File: src/rtl/reg_file_param_pkg.sv
// reg_file_pkg: shared register-file state encoding and default geometry.
package reg_file_pkg;
    localparam int DEF_DATA_W = 16;
    localparam int DEF_ADDR_W = 4;
    typedef enum logic {CLEAR, RUN} rf_state_e;
endpackage

File: src/rtl/reg_file_param.sv
// reg_file_param: 2R1W register file with registered reads, write bypass,
// optional hardwired r0 and a post-reset clear sweep gating ready.
module reg_file_param
    import reg_file_pkg::*;
#(
    parameter int DATA_W   = DEF_DATA_W,
    parameter int ADDR_W   = DEF_ADDR_W,
    parameter bit ZERO_REG = 1'b1
) (
    input  logic              clock,
    input  logic              reset,
    input  logic [ADDR_W-1:0] rs1,
    input  logic [ADDR_W-1:0] rs2,
    input  logic [ADDR_W-1:0] rd,
    input  logic [DATA_W-1:0] writedata,
    input  logic              write,
    output logic [DATA_W-1:0] reg1,
    output logic [DATA_W-1:0] reg2,
    output logic              ready
);
    localparam int DEPTH = 2 ** ADDR_W;
    logic [DATA_W-1:0] regs [DEPTH];
    rf_state_e         state_q, state_d;
    logic [ADDR_W-1:0] ptr_q, ptr_d, wa;
    logic [DATA_W-1:0] reg1_q, reg1_d, reg2_q, reg2_d, wd;
    logic              ready_q, ready_d, we, wr_ok, last;
    always_comb begin
        last    = ptr_q == '1;
        wr_ok   = write && !(ZERO_REG && rd == '0);
        state_d = state_q;
        ptr_d   = ptr_q;
        ready_d = ready_q;
        reg1_d  = '0;
        reg2_d  = '0;
        we      = 1'b0;
        wa      = ptr_q;
        wd      = '0;
        if (state_q == CLEAR) begin
            we      = 1'b1;
            ptr_d   = last ? '0 : ptr_q + 1'b1;
            state_d = last ? RUN : CLEAR;
            ready_d = last;
        end else begin
            we      = wr_ok;
            wa      = rd;
            wd      = writedata;
            reg1_d  = (ZERO_REG && rs1 == '0) ? '0 : (wr_ok && rd == rs1) ? writedata : regs[rs1];
            reg2_d  = (ZERO_REG && rs2 == '0) ? '0 : (wr_ok && rd == rs2) ? writedata : regs[rs2];
        end
    end
    // The array has no reset; the clear sweep puts it in a known state instead.
    always_ff @(posedge clock)
        if (!reset && we) regs[wa] <= wd;
    always_ff @(posedge clock) begin
        if (reset) begin
            state_q <= CLEAR;
            ptr_q   <= '0;
            reg1_q  <= '0;
            reg2_q  <= '0;
            ready_q <= 1'b0;
        end else begin
            state_q <= state_d;
            ptr_q   <= ptr_d;
            reg1_q  <= reg1_d;
            reg2_q  <= reg2_d;
            ready_q <= ready_d;
        end
    end
    assign reg1  = reg1_q;
    assign reg2  = reg2_q;
    assign ready = ready_q;
endmodule

File: config.mk
export PLATFORM = sky130hd
export DESIGN_NAME = reg_file_param
export DESIGN_NICKNAME = d
export VERILOG_FILES = /design/src/rtl/reg_file_param_pkg.sv /design/src/rtl/reg_file_param.sv
export SDC_FILE = /design/constraint.sdc
export NUM_CORES = 1
export LEC_CHECK = 0
export CORE_ASPECT_RATIO = 0.8
export CORE_MARGIN = 10
export CORE_UTILIZATION = 45
export CTS_BUF_LIST = sky130_fd_sc_hd__clkbuf_4 sky130_fd_sc_hd__clkbuf_8 sky130_fd_sc_hd__clkbuf_16
export CTS_CLUSTER_DIAMETER = 40
export CTS_CLUSTER_SIZE = 12
export DETAILED_ROUTE_END_ITERATION = 12
export SETUP_SLACK_MARGIN = 0.05
export SYNTH_ARGS = -nofsm -noshare
export SYNTH_HDL_FRONTEND = slang
export SYNTH_SLANG_ARGS = --single-unit
File: constraint.sdc
create_clock -name clock -period 2.9 [get_ports clock]
set_clock_uncertainty 0.1 [all_clocks]
set_input_delay 0.58 -clock clock [delete_from_list [all_inputs] [get_ports clock]]
set_output_delay 0.58 -clock clock [all_outputs]
set_load 0.02 [all_outputs]
* Word-level counts from Yosys, hierarchy flattened *
Memories as Yosys holds them, arrays and structs flattened. A register that Yosys moved wholly into a read port is not among the register bits.
Index checks and enable logic that the tools add are counted.

storage, ports and cells
  register bits after elaboration = 6
  bits in writable memories = 256
  bits of input ports = 31
  output and inout port bits = 33
  memories = 1

cells by class
  add/sub/neg operators = 1
  equality and inequality tests = 1
  muxes and demuxes = 8
  bitwise gates (word level) = 1
  reduce and logical (&&, ||, !) cells = 9

memory list
  memory  depth  bits a word  read ports  clocked after Yosys merged registers in  write ports  line                  text
  regs    16     16           2           2                                        1            reg_file_param.sv:22  logic [DATA_W-1:0] regs [DEPTH];

operators by type and width
  kind                                          number
  2-to-1 mux 16 bit                             1
  zero test 4 bit                               3
  2-to-1 mux 4 bit                              2
  OR reduction 3 bit                            2
  2-to-1 mux 1 bit                              5
  adder 4 x 1 -> 4 bit (second input constant)  1
  == test 4 bit (second input constant)         1
  logical AND 1 bit                             2
  zero test 1 bit                               2
  inverter 1 bit                                1

* Depth between registers and ports, before layout *
Gate-level depths: netlist of run 1.

  depth in word-level cells = 7
  depth in mapped cells = 8
  mapped depth without buffers = 5

* Worst setup path after synthesis of run 1 *
OpenSTA, ideal clock, no wires.

  path kind = in2reg
  start = input port reset
  end = memory regs[12][0] (netlist name), enable pin
  library setup time = 388 ps
  arrival time = 2286 ps
  data required time = 2412 ps
  path slack = 126 ps
  stages = 5
  buffers on the path = 2
  cells stage by stage = buf_1 a21oi_1 clkbuf_1 nand3_1 nor2_1

on the way
  longest elaborated chain between the ends = 4

ends and longest elaborated chain
  item                                    line                  text
  from (decl)                             reg_file_param.sv:11  input logic reset,
  zero test 1 bit                         reg_file_param.sv:53  if (!reset && we) regs[wa] <= wd;
  logical AND 1 bit                       reg_file_param.sv:53
  2-to-1 mux 1 bit                        reg_file_param.sv:53
  2-to-1 mux 1 bit (not written as such)  reg_file_param.sv:53
  to (decl)                               reg_file_param.sv:22

Every way passes these cells.

* Worst setup path in the final report of run 1 *
  start = input port rd[3]
  end = memory regs[2][4] (netlist name), enable pin

on the way
  longest elaborated chain between the ends = 7

ends and longest elaborated chain
  item                                    line                  text
  from (decl)                             reg_file_param.sv:14  input logic [ADDR_W-1:0] rd,
  zero test 4 bit                         reg_file_param.sv:29  wr_ok = write && !(ZERO_REG && rd == '0);
  zero test 1 bit                         reg_file_param.sv:29
  logical AND 1 bit                       reg_file_param.sv:29
  2-to-1 mux 1 bit                        reg_file_param.sv:38  if (state_q == CLEAR) begin
  logical AND 1 bit                       reg_file_param.sv:53
  2-to-1 mux 1 bit                        reg_file_param.sv:53
  2-to-1 mux 1 bit (not written as such)  reg_file_param.sv:53

Parallel ways exist; a longest one is shown, timed or not.

==> reports/qor.txt, run 1 <==
cts bufs inserted - 40
RSZ-0062 raised after global routing - no
Static Leak - 5.76 nW
overall die height - 175 µm
CP Max Fanout - 16
Pre-antenna DRT Iters - 5
Ys Warns - 0
critical path's slowest cell - nor2_2
library cells used by synthesis - 37
r2r startpoint - state_q
PwrDens - 613 nW/µm²
H-tree levels - 2
row count - 56
post-layout min period - 2550 ps
Final HPWL DP - 24500 µm
post-synth top area share - 56.7%
antenna viol nets, final - 0
initial DRC count - 784
CTS Hold Bufs - 0
DRC errors left - 0
CTS root buffer - clkbuf_16
Setup Buffers After CTS - 0
count of input and output buffers - 63
die area - 37500 µm²
vias in the first global route - 8846
Post-synth top cells - 256 x edfxtp_1, 128 x mux4_2, 50 x mux2i_1
crit path DAT - 2590 ps
share of cells above drive strength 1 - 35.5%
syn nets - 798
Die Span X - 214 µm
TNS Setup - 0 ps
routed length per placed instance - 28.7 µm
clock latency on the worst-skew pair - 540 ps
Worst Path Required - 2940 ps
initial antenna violation count - 0
worst slew pin tran - 1140 ps
CP Class - in2reg
Post-synth EDFFs - 256
post-CTS sizing - 0
end of the worst hold path - ready
most common cell in the netlist - edfxtp_1
fillers - 2248
global-route wire length before repair - 57200 µm
final net count - 927
CTS tree - done
Crit path largest cell delay - 920 ps
Post-Route WL - 38200 µm
reg-to-reg endpoint - regs[2][4]
Multi-input gate area - 4890 µm²
register area - 8450 µm²
post-place setup slack - -179 ps
Max Cap Viol - 0
Worst setup EP type - flip-flop
largest net degree at the start of global routing - 34
flop2flop setup slack - 380 ps
Mapped Area - 13600 µm²
Peak Freq - 0.392 GHz
Seq cells post-synth - 294
Post-synth ARST share - 0%
total I/O pin count - 64
final hold violations - 0
CTS sink count - 294
Core Box Area - 29500 µm²
R2R depth - 3
Tcrit/Tclk final - 88.0%
CP Launch Type - primary input
Avg Vias per Cell - 6.13
Area contributors post-synth - edfxtp_1 57%, mux4_2 21%, dfxtp_1 5.6%
Total GRT Usage - 20.2%
n_diodes - 0
routability cong. - 0.860
Max clock buf depth - 3
vias - 8175
worst rel slew slack - 23.9%
WHS Path Cells - 2
run status - finished, final reports clean
total gr overflow - 0
Starting Density - 46.0%
Synth Area per Inst - 17.7 µm²
Yosys top cell by area - edfxtp_1
Final Slew Violations - 0
setup ws final - 348 ps
crit-path cells - clkdlybuf4s50_1 -> o41ai_1 -> buf_4 -> a21oi_4 -> nand3b_1 -> nor2_2
final hold slack - 410 ps
Tightest Hold Check Type - reg2reg
sequential share of the synthesized area - 62.3%
final setup fails - 0
Worst VDD drop - 503 µV
Area Growth Syn to Fin - 23.0%
most used flip-flop cell after synthesis - edfxtp_1
Worst Min Path Start - ready
Cells after Synth - 766
Clk pin slew, worst setup/hold paths - 60 ps
[critical path: cells and delay by family]
| family | cells | cell delay, ps |
|---|---|---|
| buffers and inverters | 2 | 640 |
| and+or+nand+nor | 2 | 1100 |
| AOI/OAI and AO/OA | 2 | 260 |
[where the power goes]
group	switching, mW	internal [mW]
logic	0.416	0.395
clock network	1.88	2.91
registers	0.0273	4.59
[through the flow]
stage	instance area, µm²	util (%)	total power [mW]	std cells
4_1_cts	16700	56.5	10.3	1333
3_5_place_dp	15300	52.0	5.52	1259
6_report	16700	56.5	10.2	1333
2_1_floorplan	13600	-	5.19	766
5_1_grt	16700	56.5	10.6	1333
3_3_place_gp	15300	52.0	5.50	1259
[metal layers]
layer / up-vias / wire, µm / GRT usage [%]
li1: 3448 / - / -
met1: 4268 / 16600 / 28.1
met2: 407 / 17800 / 32.0
met3: 52 / 3150 / 4.26
met4: 0 / 617 / 5.31
met5: - / 0 / 0
[worst max path at each step]
stage | start | endpoint | slack, ps | depth (start not counted)
global placement | rd[1] | regs[4][3] | -100 | 6
floorplan | reset | regs[12][0] | 130 | 5
detailed placement | rd[1] | regs[2][0] | -180 | 6
global route | rd[1] | regs[2][2] | 270 | 6
CTS | rd[1] | regs[2][9] | 360 | 6
finish | rd[3] | regs[2][4] | 350 | 6
[state kept, by name, summed over array words and instances (netlist names)]
signal	cells
reg2	16
reg1	16
state_q	1
regs	256
ptr_q	4
ready	1
[layout by cell type, fill, tap and decap left out, types with 2 or more instances in the layout]
master / count
nor2_2: 16
clkbuf_16: 43
clkinv_2: 5
mux2i_4: 2
edfxtp_1: 256
clkinv_4: 4
nor2b_1: 5
o41ai_2: 2
mux4_2: 128
inv_1: 2
a21o_1: 2
a32oi_1: 2
o21ai_0: 6
o21ai_2: 4
mux2i_1: 50
nor2_1: 9
a21oi_1: 34
a22oi_1: 32
clkinv_1: 3
buf_4: 68
inv_6: 6
buf_2: 3
clkinvlp_4: 2
nand2_1: 18
or4_1: 2
nor3_1: 25
nand3_1: 17
o21ai_1: 6
buf_12: 19
xnor2_1: 9
nor4_4: 2
dfxtp_1: 37
and2_1: 17
nor3_2: 10
clkdlybuf4s50_1: 58
clkbuf_4: 8
[cell type report]
cell class                      instances  area share, %
Timing Repair Buffer                  148           8.91
Tap cell                              406           3.05
Clock buffer                           51           6.81
Inverter                                2         0.0450
Multi-Input combinational cell        409           29.3
Sequential cell                       294           50.7
Clock inverter                         23           1.18
[cell families (layout without fill, tap and decap cells)]
kind of cell,after synthesis,after routing,synth area share (%)
AND/OR/NAND/NOR,125,125,5.11
flip-flops,294,294,62.3
buffers and inverters,63,224,2.15
adder cells (fa/ha/maj),1,1,0.0923
AO/OA/AOI/OAI,93,93,4.38
XOR/XNOR,9,9,0.581
multiplexers,181,181,25.4
Note: power is estimated with default switching activity, not from simulation.
==> run 2, diff against run 1 <==
- DONT_BUFFER_PORTS: not set -> 1
- REMOVE_ABC_BUFFERS: not set -> 1
==> reports/qor.txt, run 2 (same netlist as run 1, synthesis figures left out) <==
run status - finished, final reports clean
PwrDens - 645 nW/µm² (+5.2%)
Tightest Hold Check Type - in2reg
CTS sink count - 294 (unchanged)
CP Launch Type - flip-flop
Static Leak - 5.26 nW (-8.7%)
setup ws final - 286 ps (-61.3 ps)
worst slew pin tran - 1200 ps (+55.7 ps)
Area Growth Syn to Fin - 14.5%
DRC errors left - 0 (unchanged)
placed cell area - 14200 µm² (-7.5%)
vias in the first global route - 8443 (-4.6%)
non-filler cells, final - 1224 (-8.2%)
commonest non-fill, non-tap cell in the layout - edfxtp_1
Post-Route WL - 38100 µm (-0.32%)
Pre-antenna DRT Iters - 5 (unchanged)
CP Class - reg2reg
global-route wire length before repair - 56200 µm (-1.7%)
fillers - 2322 (+3.3%)
total power - 10.0 mW (-2.0%)
count of input and output buffers - 0 (-100%)
Final Slew Violations - 0 (unchanged)
initial antenna violation count - 3 (+3)
register area - 8450 µm² (unchanged)
Starting Density - 46.0% (unchanged)
Worst Path Required - 3200 ps (+260 ps)
clock latency on the worst-skew pair - 540 ps (about the same)
Max clock buf depth - 3 (unchanged)
placed cells - 1152 (-8.5%)
final non-filler cell area - 15500 µm² (-6.9%)
Max Cap Viol - 0 (unchanged)
Worst setup EP type - flip-flop
crit path DAT - 2910 ps (+320 ps)
Multi-input gate area - 4890 µm² (about the same)
antenna viol nets, final - 0 (unchanged)
RSZ-0062 raised after global routing - no
Final HPWL DP - 22600 µm (-7.5%)
initial DRC count - 905 (+15%)
Largest Register - regs
worst rel slew slack - 20.3% (-3.6 points)
Clk pin slew, worst setup/hold paths - 60 ps (about the same)
cts bufs inserted - 38 (-5.0%)
total gr overflow - 0 (unchanged)
die area - 37500 µm² (unchanged)
Worst VDD drop - 443 µV (-12%)
largest net degree at the start of global routing - 67 (+97%)
Core Box Area - 29500 µm² (unchanged)
row count - 56 (unchanged)
H-tree levels - 2 (unchanged)
final setup fails - 0 (unchanged)
routability cong. - 0.801 (-6.9%)
overall die height - 175 µm (unchanged)
CTS root buffer - clkbuf_16
vias - 7914 (-3.2%)
post-layout min period - 2610 ps (+61.3 ps)
Tcrit/Tclk final - 90.1% (+2.1 points)
share of cells above drive strength 1 - 34.0% (-1.5 points)
Setup Buffers After CTS - 0 (unchanged)
total I/O pin count - 64 (unchanged)
Die Span X - 214 µm (unchanged)
Peak Freq - 0.383 GHz (-2.3%)
CTS tree - done
final net count - 819 (-12%)
max reg flops - 256 (unchanged)
CP Max Fanout - 23 (+7)
final hold violations - 0 (unchanged)
Avg Vias per Cell - 6.47 (+5.4%)
final hold slack - 22.3 ps (-388 ps)
Total GRT Usage - 20.3% (+0.048 points)
post-place setup slack - 145 ps (+324 ps)
most frequent cells in the layout - 256 x edfxtp_1, 128 x mux4_2, 50 x mux2i_1
routed length per placed instance - 31.1 µm (+8.6%)
==> run 2: changes by cell type in the layout (fill, tap and decap cells not counted), sizes merged, moves of 2 or more <==
cell,delta
buf,-49
clkdlybuf4s50,-58
clkinv,-2
bufinv,+3
inv,-2
clkbuf,-2
==> run 2: layout make-up <==
class	count	area share, %
Sequential cell	294	54.4
Clock buffer	49	6.89
Multi-Input combinational cell	409	31.5
Tap cell	406	3.27
Inverter	2	0.0484
Clock inverter	21	1.60
Antenna cell	1	0.0161
Timing Repair Buffer	42	2.21
==> run 2: per-layer routing <==
layer  global-route usage (%)  part of all wire (%)
met1                     27.6                    39
met2                     29.6                    45
met3                     7.16                    13
met4                     7.28                   2.6
met5                        0                 0.034
==> run 2: critical path: stages (launching register included) <==
cell	delay (ps)
dfxtp_2	420
buf_4	300
mux2i_2	320
xnor2_1	160
or4_1	710
buf_12	240
nor3_1	140
nor3_1	100
==> run 2: final timing paths <==
kind / cells after the start / slack [ps] / endpoint / from
worst min register to register: 2 / 500 / ready / ready
worst max-delay path: 7 / 290 / reg1[15] / state_q
worst max register to register: 7 / 290 / reg1[15] / state_q
worst min-delay path: 1 / 20 / ptr_q[0] / reset
==> run 2: per-stage QoR <==
stage	utilization [%]	setup TNS, ps
after global placement	48.1	0
after floorplan	-	-84620
after global routing	52.6	0
after detailed placement	48.1	0
after CTS	52.6	0
final	52.6	0
==> run 2: timing repair <==
| action | CTS | global route |
|---|---|---|
| endpoints found under the setup margin | 0 | 4 |
| gates resized for setup | 0 | 1 |
| endpoints found under the hold margin | 3 | 0 |
| hold buffers | 1 | 0 |
==> run 2: where the power goes <==
group / switching [mW] / internal (mW) / total, mW
Sequential: 0.0263 / 4.59 / 4.62
Clock: 1.84 / 3.00 / 4.85
Combinational: 0.258 / 0.296 / 0.554
==> run 3, diff against run 2 <==
- REMOVE_ABC_BUFFERS: 1 -> not set
==> reports/qor.txt, run 3 (same netlist as run 1, synthesis figures left out) <==
run status - finished, final reports clean
Static Leak - 5.18 nW (-1.6%)
initial antenna violation count - 0 (-3)
global-route wire length before repair - 53600 µm (-4.7%)
PwrDens - 632 nW/µm² (-2.0%)
worst setup path startpoint - state_q
total I/O pin count - 64 (unchanged)
CTS sink count - 294 (unchanged)
DRC errors left - 0 (unchanged)
initial DRC count - 867 (-4.2%)
total gr overflow - 0 (unchanged)
RSZ-0062 raised after global routing - no
Worst Path Required - 3150 ps (-50 ps)
count of input and output buffers - 0 (unchanged)
post-place setup slack - 268 ps (+123 ps)
CTS tree - done
r2r startpoint - state_q
Area Growth Syn to Fin - 13.5%
Starting Density - 46.0% (unchanged)
Worst VDD drop - 457 µV (+3.1%)
die area - 37500 µm² (unchanged)
CTS Hold Bufs - 0 (-1)
post-CTS sizing - 0 (unchanged)
H-tree levels - 2 (unchanged)
flop2flop setup slack - 230 ps (-60 ps)
commonest non-fill, non-tap cell in the layout - edfxtp_1
setup ws final - 231 ps (-55.8 ps)
CTS root buffer - clkbuf_16
vias - 7721 (-2.4%)
row count - 56 (unchanged)
Clk pin slew, worst setup/hold paths - 60 ps (about the same)
worst slew pin tran - 1190 ps (-4.57 ps)
critical path's slowest cell - or4_1
CP Class - reg2reg
Die Span X - 214 µm (unchanged)
final net count - 813 (-0.73%)
final hold violations - 0 (unchanged)
final setup fails - 0 (unchanged)
Final Slew Violations - 0 (unchanged)
Max clock buf depth - 3 (unchanged)
routed length per placed instance - 29.5 µm (-5.1%)
TNS Setup - 0 ps (unchanged)
largest net degree at the start of global routing - 67 (unchanged)
crit path DAT - 2920 ps (about the same)
routability cong. - 0.850 (+6.1%)
Core Box Area - 29500 µm² (unchanged)
Post-Route WL - 35900 µm (-5.8%)
clock latency on the worst-skew pair - 520 ps (-20 ps)
antenna viol nets, final - 0 (unchanged)
Pre-antenna DRT Iters - 5 (unchanged)
cts bufs inserted - 37 (-2.6%)
crit path to - reg2[9]
max reg flops - 256 (unchanged)
CP Launch Type - flip-flop
Tcrit/Tclk final - 92.0% (+1.9 points)
post-layout min period - 2670 ps (+55.8 ps)
CP Max Fanout - 25 (+8.7%)
Avg Vias per Cell - 6.35 (-1.8%)
Total GRT Usage - 19.0% (-1.3 points)
Crit path largest cell delay - 880 ps (+170 ps)
Worst setup EP type - flip-flop
worst rel slew slack - 20.5% (+0.22 points)
Largest Register - regs
Peak Freq - 0.375 GHz (-2.1%)
Worst Min Path Start - reset
Final HPWL DP - 22200 µm (-2.0%)
overall die height - 175 µm (unchanged)
R2R depth - 6 (-1)
Max Cap Viol - 0 (unchanged)
crit-path cells - buf_4 -> mux2i_2 -> xnor2_1 -> or4_1 -> o21ai_0 -> a21oi_1
vias in the first global route - 8096 (-4.1%)
Setup Buffers After CTS - 0 (unchanged)
share of cells above drive strength 1 - 33.1% (-0.90 points)
reg-to-reg endpoint - reg2[9]
most frequent cells in the layout - 256 x edfxtp_1, 128 x mux4_2, 50 x mux2i_1
Tightest Hold Check Type - in2reg
==> run 3: changes by cell type in the layout (fill, tap and decap cells not counted), moves of 2 or more <==
| cell | change |
|---|---|
| buf_4 | -3 |
| bufinv_16 | -2 |
| clkbuf_4 | -2 |
| clkinv_1 | +4 |
| clkinv_2 | -5 |
| clkinv_4 | +2 |
| clkinvlp_4 | +3 |
| inv_8 | -3 |
==> run 3: worst min-delay path by stage <==
stage | end | depth (start not counted)
6_report | ptr_q[1] | 1
5_1_grt | ptr_q[0] | 1
4_1_cts | ptr_q[1] | 1
3_5_place_dp | ready | 2
3_3_place_gp | ptr_q[1] | 2
2_1_floorplan | ptr_q[2] | 2
==> run 3: layer usage <==
| metal | global-route usage, % | share of wire (%) | vias up |
|---|---|---|---|
| met4 | 6.90 | 3.5 | 0 |
| met3 | 5.05 | 9.5 | 73 |
| met1 | 25.3 | 41 | 4015 |
| met2 | 29.5 | 47 | 415 |
| met5 | 0 | 0 | - |
| li1 | - | - | 3218 |
==> run 3: power breakdown <==
group | total [mW] | switching [mW] | leakage (nW) | internal (mW)
registers | 4.62 | 0.0274 | 2.81 | 4.59
logic | 0.535 | 0.245 | 1.76 | 0.290
clock network | 4.58 | 1.78 | 0.607 | 2.80
==> run 3: worst max-delay path: cells and delay by family (launching register included) <==
| kind | cells | cell delay [ps] |
|---|---|---|
| AOI/OAI and AO/OA | 2 | 400 |
| xor gates and xnor gates | 1 | 150 |
| DFF | 1 | 400 |
| and+or+nand+nor | 1 | 880 |
| muxes | 1 | 300 |
| buffers and inverters | 1 | 290 |
==> run 3: area by class of cell <==
| class | count | area [µm²] |
|---|---|---|
| fill | 2324 | 14100 |
| sequential | 294 | 8450 |
| multi-input combinational | 409 | 4890 |
| clock buffer | 47 | 1070 |
| tap | 406 | 508 |
| timing repair buffer | 37 | 290 |
| clock inverter | 20 | 178 |
| inverter | 2 | 7.51 |
| antenna | 1 | 2.50 |
==> run 3: metrics by stage <==
stage	utilization [%]	total power [mW]	area, µm²	instances	hold WS [ps]
2_1_floorplan	-	5.19	13600	766	460
3_3_place_gp	48.0	5.23	14100	1148	499
3_5_place_dp	48.0	5.24	14100	1148	495
4_1_cts	52.2	9.81	15400	1215	23.1
5_1_grt	52.2	10.0	15400	1215	20.5
6_report	52.2	9.73	15400	1216	35.8
